**config.mk**
```make
export PLATFORM = sky130hd
export DESIGN_NAME = hybd_feat_buf
export DESIGN_NICKNAME = d
export VERILOG_FILES = /design/src/rtl/hybd_feat_buf_pkg.sv /design/src/rtl/hybd_feat_buf_edge.sv /design/src/rtl/hybd_feat_buf.sv
export SDC_FILE = /design/constraint.sdc
export NUM_CORES = 2
export LEC_CHECK = 0
export CAP_MARGIN = 20
export CORE_ASPECT_RATIO = 0.6
export CORE_MARGIN = 3
export CORE_UTILIZATION = 64
export CTS_CLUSTER_SIZE = 28
export DETAILED_ROUTE_END_ITERATION = 8
export GPL_TIMING_DRIVEN = 0
export HOLD_SLACK_MARGIN = 0.02
export MAX_ROUTING_LAYER = met4
export PLACE_DENSITY = 0.85
export SLEW_MARGIN = 20
export SYNTH_ARGS = -nofsm -noshare
export SYNTH_HDL_FRONTEND = slang
export SYNTH_SLANG_ARGS = --single-unit
```
**constraint.sdc**
```tcl
create_clock -name clk -period 3.6 [get_ports clk]
set_input_delay 0.72 -clock clk [delete_from_list [all_inputs] [get_ports clk]]
set_output_delay 0.72 -clock clk [all_outputs]
set_load 0.01 [all_outputs]
```
**src/rtl/hybd_feat_buf_pkg.sv**
```systemverilog
// hybd_feat_buf shared definitions: field map, address split,
// saturation limits and handshake states.
package hybd_feat_buf_pkg;

    localparam int NUM_POS = 11;
    localparam int NUM_AMP = 5;
    localparam int NUM_FLD = 16;

    localparam logic [4:0] FLD_AMP0   = 5'd11;
    localparam logic [4:0] FLD_TSTAMP = 5'd16;
    localparam logic [4:0] FLD_STATUS = 5'd30;
    localparam logic [4:0] FLD_POP    = 5'd31;

    localparam int ADDR_OFF_MSB = 6;
    localparam int ADDR_OFF_LSB = 5;
    localparam int ADDR_FLD_MSB = 4;

    localparam logic signed [31:0] SAT_MAX = 32'sd32767;
    localparam logic signed [31:0] SAT_MIN = -32'sd32768;

    typedef enum logic [1:0] {
        ST_IDLE,
        ST_READ,
        ST_ACK,
        ST_WAIT_LOW
    } com_st_e;

    function automatic logic [15:0] sat16(input logic signed [31:0] v);
        logic [15:0] r;
        if (v > SAT_MAX)
            r = 16'h7FFF;
        else if (v < SAT_MIN)
            r = 16'h8000;
        else
            r = v[15:0];
        return r;
    endfunction

endpackage

```
**src/rtl/hybd_feat_buf_edge.sv**
```systemverilog
// Rising-edge flag for the extractor start level.
// Output is combinational so capture happens in the edge cycle.
module lib_posedge_flg_v1 (
    input  logic clk,
    input  logic nReset,
    input  logic i_sig,
    output logic o_flg
);

    logic r_prev;

    // remember previous level of the input
    always_ff @(posedge clk or negedge nReset) begin
        if (!nReset)
            r_prev <= 1'b0;
        else
            r_prev <= i_sig;
    end

    assign o_flg = i_sig & ~r_prev;

endmodule

```
**src/rtl/hybd_feat_buf.sv**
```systemverilog
// Beat feature ring buffer with a req/rdy read port.
// Optional per-record sample timestamp: HYBD_FEAT_TSTAMP_EN.
module hybd_feat_buf
    import hybd_feat_buf_pkg::*;
#(
    parameter int POS_W = 12,
    parameter int AMP_W = 17,
    parameter int DEPTH = 4
) (
    input  logic                   clk,
    input  logic                   nReset,
    input  logic                   Enable,
    input  logic                   push_data,
    input  logic                   start,
    input  logic [11*POS_W-1:0]    pos_i,
    input  logic [5*AMP_W-1:0]     amp_i,
    input  logic                   com_req,
    input  logic [6:0]             com_addr_i,
    output logic                   com_rdy,
    output logic [15:0]            com_data_o
);

    com_st_e     r_state;
    com_st_e     w_state_nxt;
    logic [6:0]  r_addr;
    logic [15:0] r_data;
    logic [1:0]  r_wr_ptr;
    logic [1:0]  r_rd_ptr;
    logic [2:0]  r_count;
    logic        r_ovf;
    logic [15:0] r_mem [DEPTH][NUM_FLD];

    logic        w_edge;
    logic        w_cap;
    logic        w_pop;
    logic        w_full;
    logic        w_ovf_set;
    logic        w_stat_clr;
    logic [1:0]  w_rd_off;
    logic [4:0]  w_rd_fld;
    logic [1:0]  w_rd_idx;
    logic [15:0] w_status;
    logic [15:0] w_rd_data;
    logic [15:0] w_rec [NUM_FLD];

`ifdef HYBD_FEAT_TSTAMP_EN
    logic [15:0] r_scnt;
    logic [15:0] r_ts [DEPTH];
`endif

    function automatic logic [1:0] wrap_add(input logic [1:0] p,
                                            input logic [1:0] o);
        logic [2:0] s;
        s = {1'b0, p} + {1'b0, o};
        if (s >= 3'(DEPTH))
            s = s - 3'(DEPTH);
        return s[1:0];
    endfunction

    lib_posedge_flg_v1 u_start_edge (
        .clk    (clk),
        .nReset (nReset),
        .i_sig  (start),
        .o_flg  (w_edge)
    );

    assign w_cap      = w_edge & Enable;
    assign w_full     = (r_count == 3'(DEPTH));
    assign w_pop      = (r_state == ST_ACK) && (r_addr[ADDR_FLD_MSB:0] == FLD_POP)
                        && (r_count != 3'd0);
    assign w_ovf_set  = w_cap & w_full & ~w_pop;
    assign w_stat_clr = (r_state == ST_ACK) && (r_addr[ADDR_FLD_MSB:0] == FLD_STATUS);
    assign w_rd_off   = r_addr[ADDR_OFF_MSB:ADDR_OFF_LSB];
    assign w_rd_fld   = r_addr[ADDR_FLD_MSB:0];
    assign w_rd_idx   = wrap_add(r_rd_ptr, w_rd_off);
    assign w_status   = {r_ovf, r_count, 12'h000};
    assign com_rdy    = (r_state == ST_ACK);
    assign com_data_o = r_data;

    // convert incoming features to 16-bit record fields
    always_comb begin
        for (int k = 0; k < NUM_FLD; k++)
            w_rec[k] = '0;
        for (int k = 0; k < NUM_POS; k++)
            w_rec[k] = 16'($signed(pos_i[k*POS_W +: POS_W]));
        for (int k = 0; k < NUM_AMP; k++)
            w_rec[NUM_POS+k] = sat16(32'($signed(amp_i[k*AMP_W +: AMP_W])));
    end

    // read mux for the latched address
    always_comb begin
        w_rd_data = '0;
        if (w_rd_fld == FLD_STATUS || w_rd_fld == FLD_POP)
            w_rd_data = w_status;
        else if ({1'b0, w_rd_off} < r_count) begin
            if (w_rd_fld < 5'(NUM_FLD))
                w_rd_data = r_mem[w_rd_idx][w_rd_fld[3:0]];
`ifdef HYBD_FEAT_TSTAMP_EN
            else if (w_rd_fld == FLD_TSTAMP)
                w_rd_data = r_ts[w_rd_idx];
`endif
        end
    end

    // handshake next-state
    always_comb begin
        w_state_nxt = r_state;
        case (r_state)
            ST_IDLE:     if (com_req) w_state_nxt = ST_READ;
            ST_READ:     w_state_nxt = ST_ACK;
            ST_ACK:      w_state_nxt = ST_WAIT_LOW;
            ST_WAIT_LOW: if (!com_req) w_state_nxt = ST_IDLE;
            default:     w_state_nxt = ST_IDLE;
        endcase
    end

    // handshake state, address latch and registered read data
    always_ff @(posedge clk or negedge nReset) begin
        if (!nReset) begin
            r_state <= ST_IDLE;
            r_addr  <= '0;
            r_data  <= '0;
        end else begin
            r_state <= w_state_nxt;
            if (r_state == ST_IDLE && com_req)
                r_addr <= com_addr_i;
            if (r_state == ST_READ)
                r_data <= w_rd_data;
        end
    end

    // ring pointers, occupancy and sticky overflow
    always_ff @(posedge clk or negedge nReset) begin
        if (!nReset) begin
            r_wr_ptr <= '0;
            r_rd_ptr <= '0;
            r_count  <= '0;
            r_ovf    <= 1'b0;
        end else begin
            if (w_cap)
                r_wr_ptr <= wrap_add(r_wr_ptr, 2'd1);
            if (w_pop || (w_cap && w_full))
                r_rd_ptr <= wrap_add(r_rd_ptr, 2'd1);
            if (w_cap && !w_pop && !w_full)
                r_count <= r_count + 3'd1;
            else if (w_pop && !w_cap)
                r_count <= r_count - 3'd1;
            if (w_ovf_set)
                r_ovf <= 1'b1;
            else if (w_stat_clr)
                r_ovf <= 1'b0;
        end
    end

    // record storage
    always_ff @(posedge clk or negedge nReset) begin
        if (!nReset) begin
            for (int d = 0; d < DEPTH; d++)
                for (int f = 0; f < NUM_FLD; f++)
                    r_mem[d][f] <= '0;
        end else if (w_cap) begin
            for (int f = 0; f < NUM_FLD; f++)
                r_mem[r_wr_ptr][f] <= w_rec[f];
        end
    end

`ifdef HYBD_FEAT_TSTAMP_EN
    // sample counter and per-record timestamp
    always_ff @(posedge clk or negedge nReset) begin
        if (!nReset) begin
            r_scnt <= '0;
            for (int d = 0; d < DEPTH; d++)
                r_ts[d] <= '0;
        end else begin
            if (push_data)
                r_scnt <= r_scnt + 16'd1;
            if (w_cap)
                r_ts[r_wr_ptr] <= r_scnt;
        end
    end
`else
    logic w_unused;
    assign w_unused = push_data;
`endif

endmodule
```
== Word level (Yosys, flattened, before mapping) ==
Index checks and enable logic that the tools add are counted.

* Add/subtract/negate cells: 8
* Multiply operators: 0
* Divide/modulo/power cells: 0
* $lt $le $gt $ge: 19
* Equality and inequality tests: 8
* Shift operators: 0
* Multiplexer cells: 77
* Bitwise operators: 9
* Reductions and logical operators: 19

{| class="wikitable"
|+ Operators with widths
! kind !! number
|-
| bitwise mux 1024 bit || 16
|-
| demux 256 bit (select 2 bit) || 16
|-
| 2-to-1 mux 256 bit || 3
|-
| binary-select mux 256 bit (select 2 bit) || 1
|-
| 2-to-1 mux 16 bit || 16
|-
| 2-to-1 mux 240 bit || 1
|-
| 2-to-1 mux 224 bit || 1
|-
| 2-to-1 mux 208 bit || 1
|-
| 2-to-1 mux 192 bit || 1
|-
| 2-to-1 mux 176 bit || 1
|-
| 2-to-1 mux 160 bit || 1
|-
| 2-to-1 mux 144 bit || 1
|-
| 2-to-1 mux 128 bit || 1
|-
| 2-to-1 mux 112 bit || 1
|-
| 2-to-1 mux 96 bit || 1
|-
| > comparator 17 x 16 -> 1 bit, second input constant || 5
|-
| < comparator 17 x 16 -> 1 bit, second input constant || 5
|-
| 2-to-1 mux 80 bit || 1
|-
| binary-select mux 16 bit (select 4 bit) || 1
|-
| 2-to-1 mux 64 bit || 1
|-
| 2-to-1 mux 48 bit || 1
|-
| 2-to-1 mux 32 bit || 1
|-
| greater-or-equal comparator 3 bit, second input constant || 5
|-
| == test 5 bit, second input constant || 2
|-
| 28 further kinds || 56
|}

* Flip-flop bits (word level): 1058
* Latch bits: 0
* Bits in writable memories: 0
* Bits in read-only memories: 0
* Input port bits: 230
* Output and inout port bits: 17
* Memories: 0

== Longest topological paths before layout ==
* Word-level depth: 21
* Mapped depth: 10
* Gate-level depth less buffers: 10

== By module ==
A second synthesis with hierarchy kept.

* Cell total of the unflattened synthesis: 3805
* Area total of the unflattened synthesis: 40561.4 um^2

{| class="wikitable"
|+ By module, submodules not included
! module !! instances !! cells each !! area each (um^2) !! seq. area each (um^2)
|-
| hybd_feat_buf || 1 || 3803 || 40522.6 || 22046.1
|-
| lib_posedge_flg_v1 || 1 || 2 || 38.8 || 25.0
|}

== Worst setup path before layout ==
Ideal clock, no wire load.

* Path kind: input to register
* From: input Enable
* To: register r_mem[1000] (netlist bit)
* Library setup time: 125 ps
* Arrival time: 2309 ps
* Required time: 3475 ps
* Path slack: 1167 ps
* Stages on the path: 7
* Cells stage by stage: nand2_1 nor2_1 nand2_1 clkbuf_1 clkbuf_1 clkbuf_1 mux2_2

* Cells in the longest elaborated chain, start to end: 1

{| class="wikitable"
|+ Ends and longest elaborated chain
! what !! RTL line !! text
|-
| start: declaration || hybd_feat_buf.sv:12 || <nowiki>input logic Enable,</nowiki>
|-
| bitwise AND 1 bit || hybd_feat_buf.sv:67 || <nowiki>assign w_cap = w_edge & Enable;</nowiki>
|-
| end signal: indexed assignment || hybd_feat_buf.sv:163 || <nowiki>r_mem[r_wr_ptr][f] <= w_rec[f];</nowiki>
|-
| end: declaration || hybd_feat_buf.sv:31 || <nowiki>logic [15:0] r_mem [DEPTH][NUM_FLD];</nowiki>
|}

Every way passes these cells.
A chain may end at the register's enable or synchronous reset.

== Worst setup path after layout ==
* From: register r_addr[5]
* To: register r_data[0] (netlist: com_data_o[0])

* Cells in the longest elaborated chain, start to end: 13
* Elaborated cells between the ends (all ways): 15
* Classes of those cells: 2 x add/sub; 2 x order compare; 10 x mux; 1 x bitwise

{| class="wikitable"
|+ Ends and longest elaborated chain
! what !! RTL line !! text
|-
| start: declaration || hybd_feat_buf.sv:25 || <nowiki>logic [6:0] r_addr;</nowiki>
|-
| start signal: assignment || hybd_feat_buf.sv:126 || <nowiki>r_addr <= com_addr_i;</nowiki>
|-
| adder 2 x 2 -> 3 bit || hybd_feat_buf.sv:54 || <nowiki>s = {1'b0, p} + {1'b0, o};</nowiki>
|-
| greater-or-equal comparator 3 bit / subtractor 2 x 1 -> 2 bit (equally long branches) || hybd_feat_buf.sv:55, hybd_feat_buf.sv:56 ||
|-
| 2-to-1 mux 2 bit || hybd_feat_buf.sv:55 || <nowiki>if (s >= 3'(DEPTH))</nowiki>
|-
| NOT 2 -> 3 bit (implied by the code) || hybd_feat_buf.sv:97 || <nowiki>w_rd_data = r_mem[w_rd_idx][w_rd_fld[3:0]];</nowiki>
|-
| binary-select mux 256 bit (select 2 bit) || hybd_feat_buf.sv:97 ||
|-
| 2-to-1 mux 256 bit (implied by the code) (2 in a row) || hybd_feat_buf.sv:97 ||
|-
| binary-select mux 16 bit (select 4 bit) || hybd_feat_buf.sv:97 ||
|-
| 2-to-1 mux 16 bit (implied by the code) (2 in a row) || hybd_feat_buf.sv:97 ||
|-
| 2-to-1 mux 16 bit || hybd_feat_buf.sv:96 || <nowiki>if (w_rd_fld < 5'(NUM_FLD))</nowiki>
|-
| 2-to-1 mux 16 bit * || hybd_feat_buf.sv:95 || <nowiki>else if ({1'b0, w_rd_off} < r_count) begin</nowiki>
|-
| 2-to-1 mux 16 bit * || hybd_feat_buf.sv:93 || <nowiki>if (w_rd_fld == FLD_STATUS || w_rd_fld == FLD_POP)</nowiki>
|-
| end signal: assignment || hybd_feat_buf.sv:128 || <nowiki>r_data <= w_rd_data;</nowiki>
|-
| end: declaration || hybd_feat_buf.sv:26 || <nowiki>logic [15:0] r_data;</nowiki>
|}

Mark *: on every way between the ends. The rest lies on a longest branch, timed or not. The select of a mux whose other input is x is not followed.

==> flow_summary.toml <==
[synth]
async_flop_share_pct = 100.0
synthesis.area_um2 = 40460
ys_ff_latch = 882
syn_nets = 3865
synthTopCellsByCount = "882 x dfrtp_1, 854 x nand2_1, 556 x mux2_2"
synth_edf_count = 0
synth_top_cell_area_share_pct = 54.56
syn_inst = 3624
synth_ff_type = "dfrtp_1"
synth.distinct_cells = 59
yosysMostFrequentCell = "dfrtp_1"
avgSynthCellArea_um2 = 11.16
synthTopCellsByArea = "dfrtp_1 55%, mux2_2 15%, nand2_1 7.9%, o21ai_0 4.3%, mux2i_1 4.3%"
synth_top_area_cell = "dfrtp_1"
yosysWarnings = 0
yosysSeqAreaShare_pct = 54.56

[status]
failed_checks = "negative setup slack"
outcome = "finished, violations left"

[detailed_routing]
drtIter0Drc = 5798
viasPerCell = 6.977
drtPass1Iterations = 9
num_vias = 33850
routedWlPerCell_um = 30.45
drc = 0
ant_nets = 0
wirelength_um = 147800

[worst_hold_path]
min-delay-start = "r_mem[294]"
min_path_type = "flop to flop"

[setup_path]
critPathArrivalTime_ns = 4.30
worstPathMaxFanout = 10
startpoint = "r_addr[5]"
worstPathRequired_ns = 4.10
endpoint_kind = "flop"
start_kind = "flop"
r2r-start = "r_addr[5]"
timing_worst_setup_path_type = "flop to flop"

[placement]
dp.cells = 4696
dp_hpwl_um = 105500
gp_congestion = 1.040
io_buffers = 237

[timing]
slew_viol_final = 0
setup_viol = 10
finClkSkew_ns = 0.02852
hold_viol_final = 0
timing.final.crit_share_pct = 105.3
max_freq_mhz = 263.8
slew_headroom_pct = 18.50
worst_slack_ns = -0.1913
period_minus_slack_ns = 3.791
worstMarginPinSlew_ns = 1.222

[grt]
track_usage_pct = 45.43
grt_max_degree = 156
grt_overflow_total = 0
grt_pass1_vias = 32420
grt_pass1_wl_um = 213500
antenna_found_initial = 10

[floorplan]
io_pins = 247
rows = 70
dieArea_um2 = 66360
dieHeight_um = 200.8
chipWidth_um = 330.6
core-area_um2 = 61750
start_util_pct = 65.52

[run]
max_cap_violations = 0

[pwr]
power_leakage_nw = 20.98
powerDensity_nw_per_um2 = 1147
ir_drop_mv = 1.337
power_mw = 53.95

[cts]
ctsLongestPathBuffers = 3
cts_tree = "done"
clock_latency_ns = 0.67
root_buffer = "clkbuf_16"
cts_made_buffers = 77
path_clk_slew_ns = 0.06
cts_num_sinks = 882
h-tree-depth = 3

[finish]
area_delta_synth_final_pct = 16.27
drive_gt1_share_pct = 21.70
layout.nets = 4190
stdcell_count = 4852
[where the power goes]
group | internal, mW | switching, mW | total (mW)
sequential | 14.7 | 2.90 | 17.6
combinational | 9.56 | 18.1 | 27.7
clock | 4.82 | 3.86 | 8.68
[stage by stage]
| step | setup TNS (ns) | util, % | cell area, um2 | hold WS [ns] | setup WS (ns) |
|---|---|---|---|---|---|
| finish | -1.009 | 76.18 | 47040 | 0.4797 | -0.1913 |
| detailed placement | -379.78 | 71.36 | 44060 | 0.4663 | -1.292 |
| floorplan | 0 | - | 40460 | 0.4244 | 1.167 |
| global placement | - | 71.04 | 43860 | 0.4572 | -37.06 |
| CTS | 0 | 75.94 | 46890 | 0.4814 | 0.0001452 |
| global route | -0.0008380 | 76.17 | 47030 | 0.5028 | -0.0008380 |
[state kept, by name, summed over array words and instances (netlist names), 2 cells and up]
signal,cells
r_wr_ptr,2
com_data_o,16
r_addr,7
r_rd_ptr,2
r_count,3
r_mem,848
r_state,2
[area by class of cell]
type                       instances  area (um2)
tap                              828        1036
clock buffer                     117        2320
buffer                           270        1310
multi-input combinational       2427       17260
inverter                          43       161.4
antenna                           14       35.03
fill                            3947       14710
clock inverter                    23       247.7
sequential                       882       22070
timing repair buffer             248        2603
[cells by family after synthesis]
| kind of cell | count (synthesis) | synth area share [%] |
|---|---|---|
| buffers and inverters | 315 | 3.402 |
| XOR/XNOR | 9 | 0.2691 |
| adder cells (fa/ha/maj) | 39 | 1.052 |
| AND/OR/NAND/NOR | 1033 | 10.37 |
| AO/OA/AOI/OAI | 599 | 9.621 |
| multiplexers | 747 | 20.73 |
| flip-flops | 882 | 54.56 |
[cell usage in the layout (no fill, tap or decap), types with 9 or more instances in the layout]
cell and count:
clkbuf_2 41, clkbuf_16 79, clkbuf_4 9, o21ai_0 350, maj3_1 28, a32oi_1 83, a31oi_1 28, dfrtp_1 882
mux2i_1 174, a21oi_1 14, nand2_1 850, nor2_1 21, inv_1 42, o2111ai_1 18, clkinv_2 16, clkbuf_8 20
clkbuf_1 166, buf_2 37, nand4b_1 10, a32oi_2 10, mux2_2 556, buf_6 13, a221oi_1 21, mux4_2 17
a32o_1 25, and3_1 14, nand4_1 26, nand3_1 84, diode_2 14, a211oi_1 9, clkdlybuf4s50_1 236, buf_4 21
[per-layer routing]
| layer | GRT usage [%] | up-vias | part of all wire (%) |
|---|---|---|---|
| met2 | 58.20 | 2928 | 40 |
| met1 | 60.73 | 16860 | 38 |
| li1 | - | 13480 | - |
| met5 | - | - | 0 |
| met4 | 19.44 | 0 | 5.4 |
| met3 | 22.39 | 585 | 17 |
[worst max-delay path, cell delays in order, from the launching register on]
cell	delay, ns
dfrtp_1	0.45
ha_2	0.26
xnor3_1	0.46
buf_4	0.29
buf_2	0.36
clkbuf_2	0.48
nand2_1	0.13
a32oi_2	0.57
o2111ai_4	0.22
nand4b_1	0.39
[worst paths after layout]
check                           slack [ns]  cells past startpoint            end
worst min register to register        0.48                      2     r_mem[294]
max in group asynchronous             1.19                      4     r_mem[213]
worst max register to register       -0.19                      9  com_data_o[0]
min in group asynchronous             0.63                      2     r_mem[800]
worst min-delay path                  0.48                      2     r_mem[294]
worst max-delay path                 -0.19                      9  com_data_o[0]
[what timing repair did]
item,in CTS,in global routing
endpoints found under the setup margin,205,90
buffers inserted,3,0
gates resized for setup,79,44
endpoints found under the hold margin,27,0
pin swaps,1,1
hold buffers,1,0
Power figures use the tool's default switching activity.
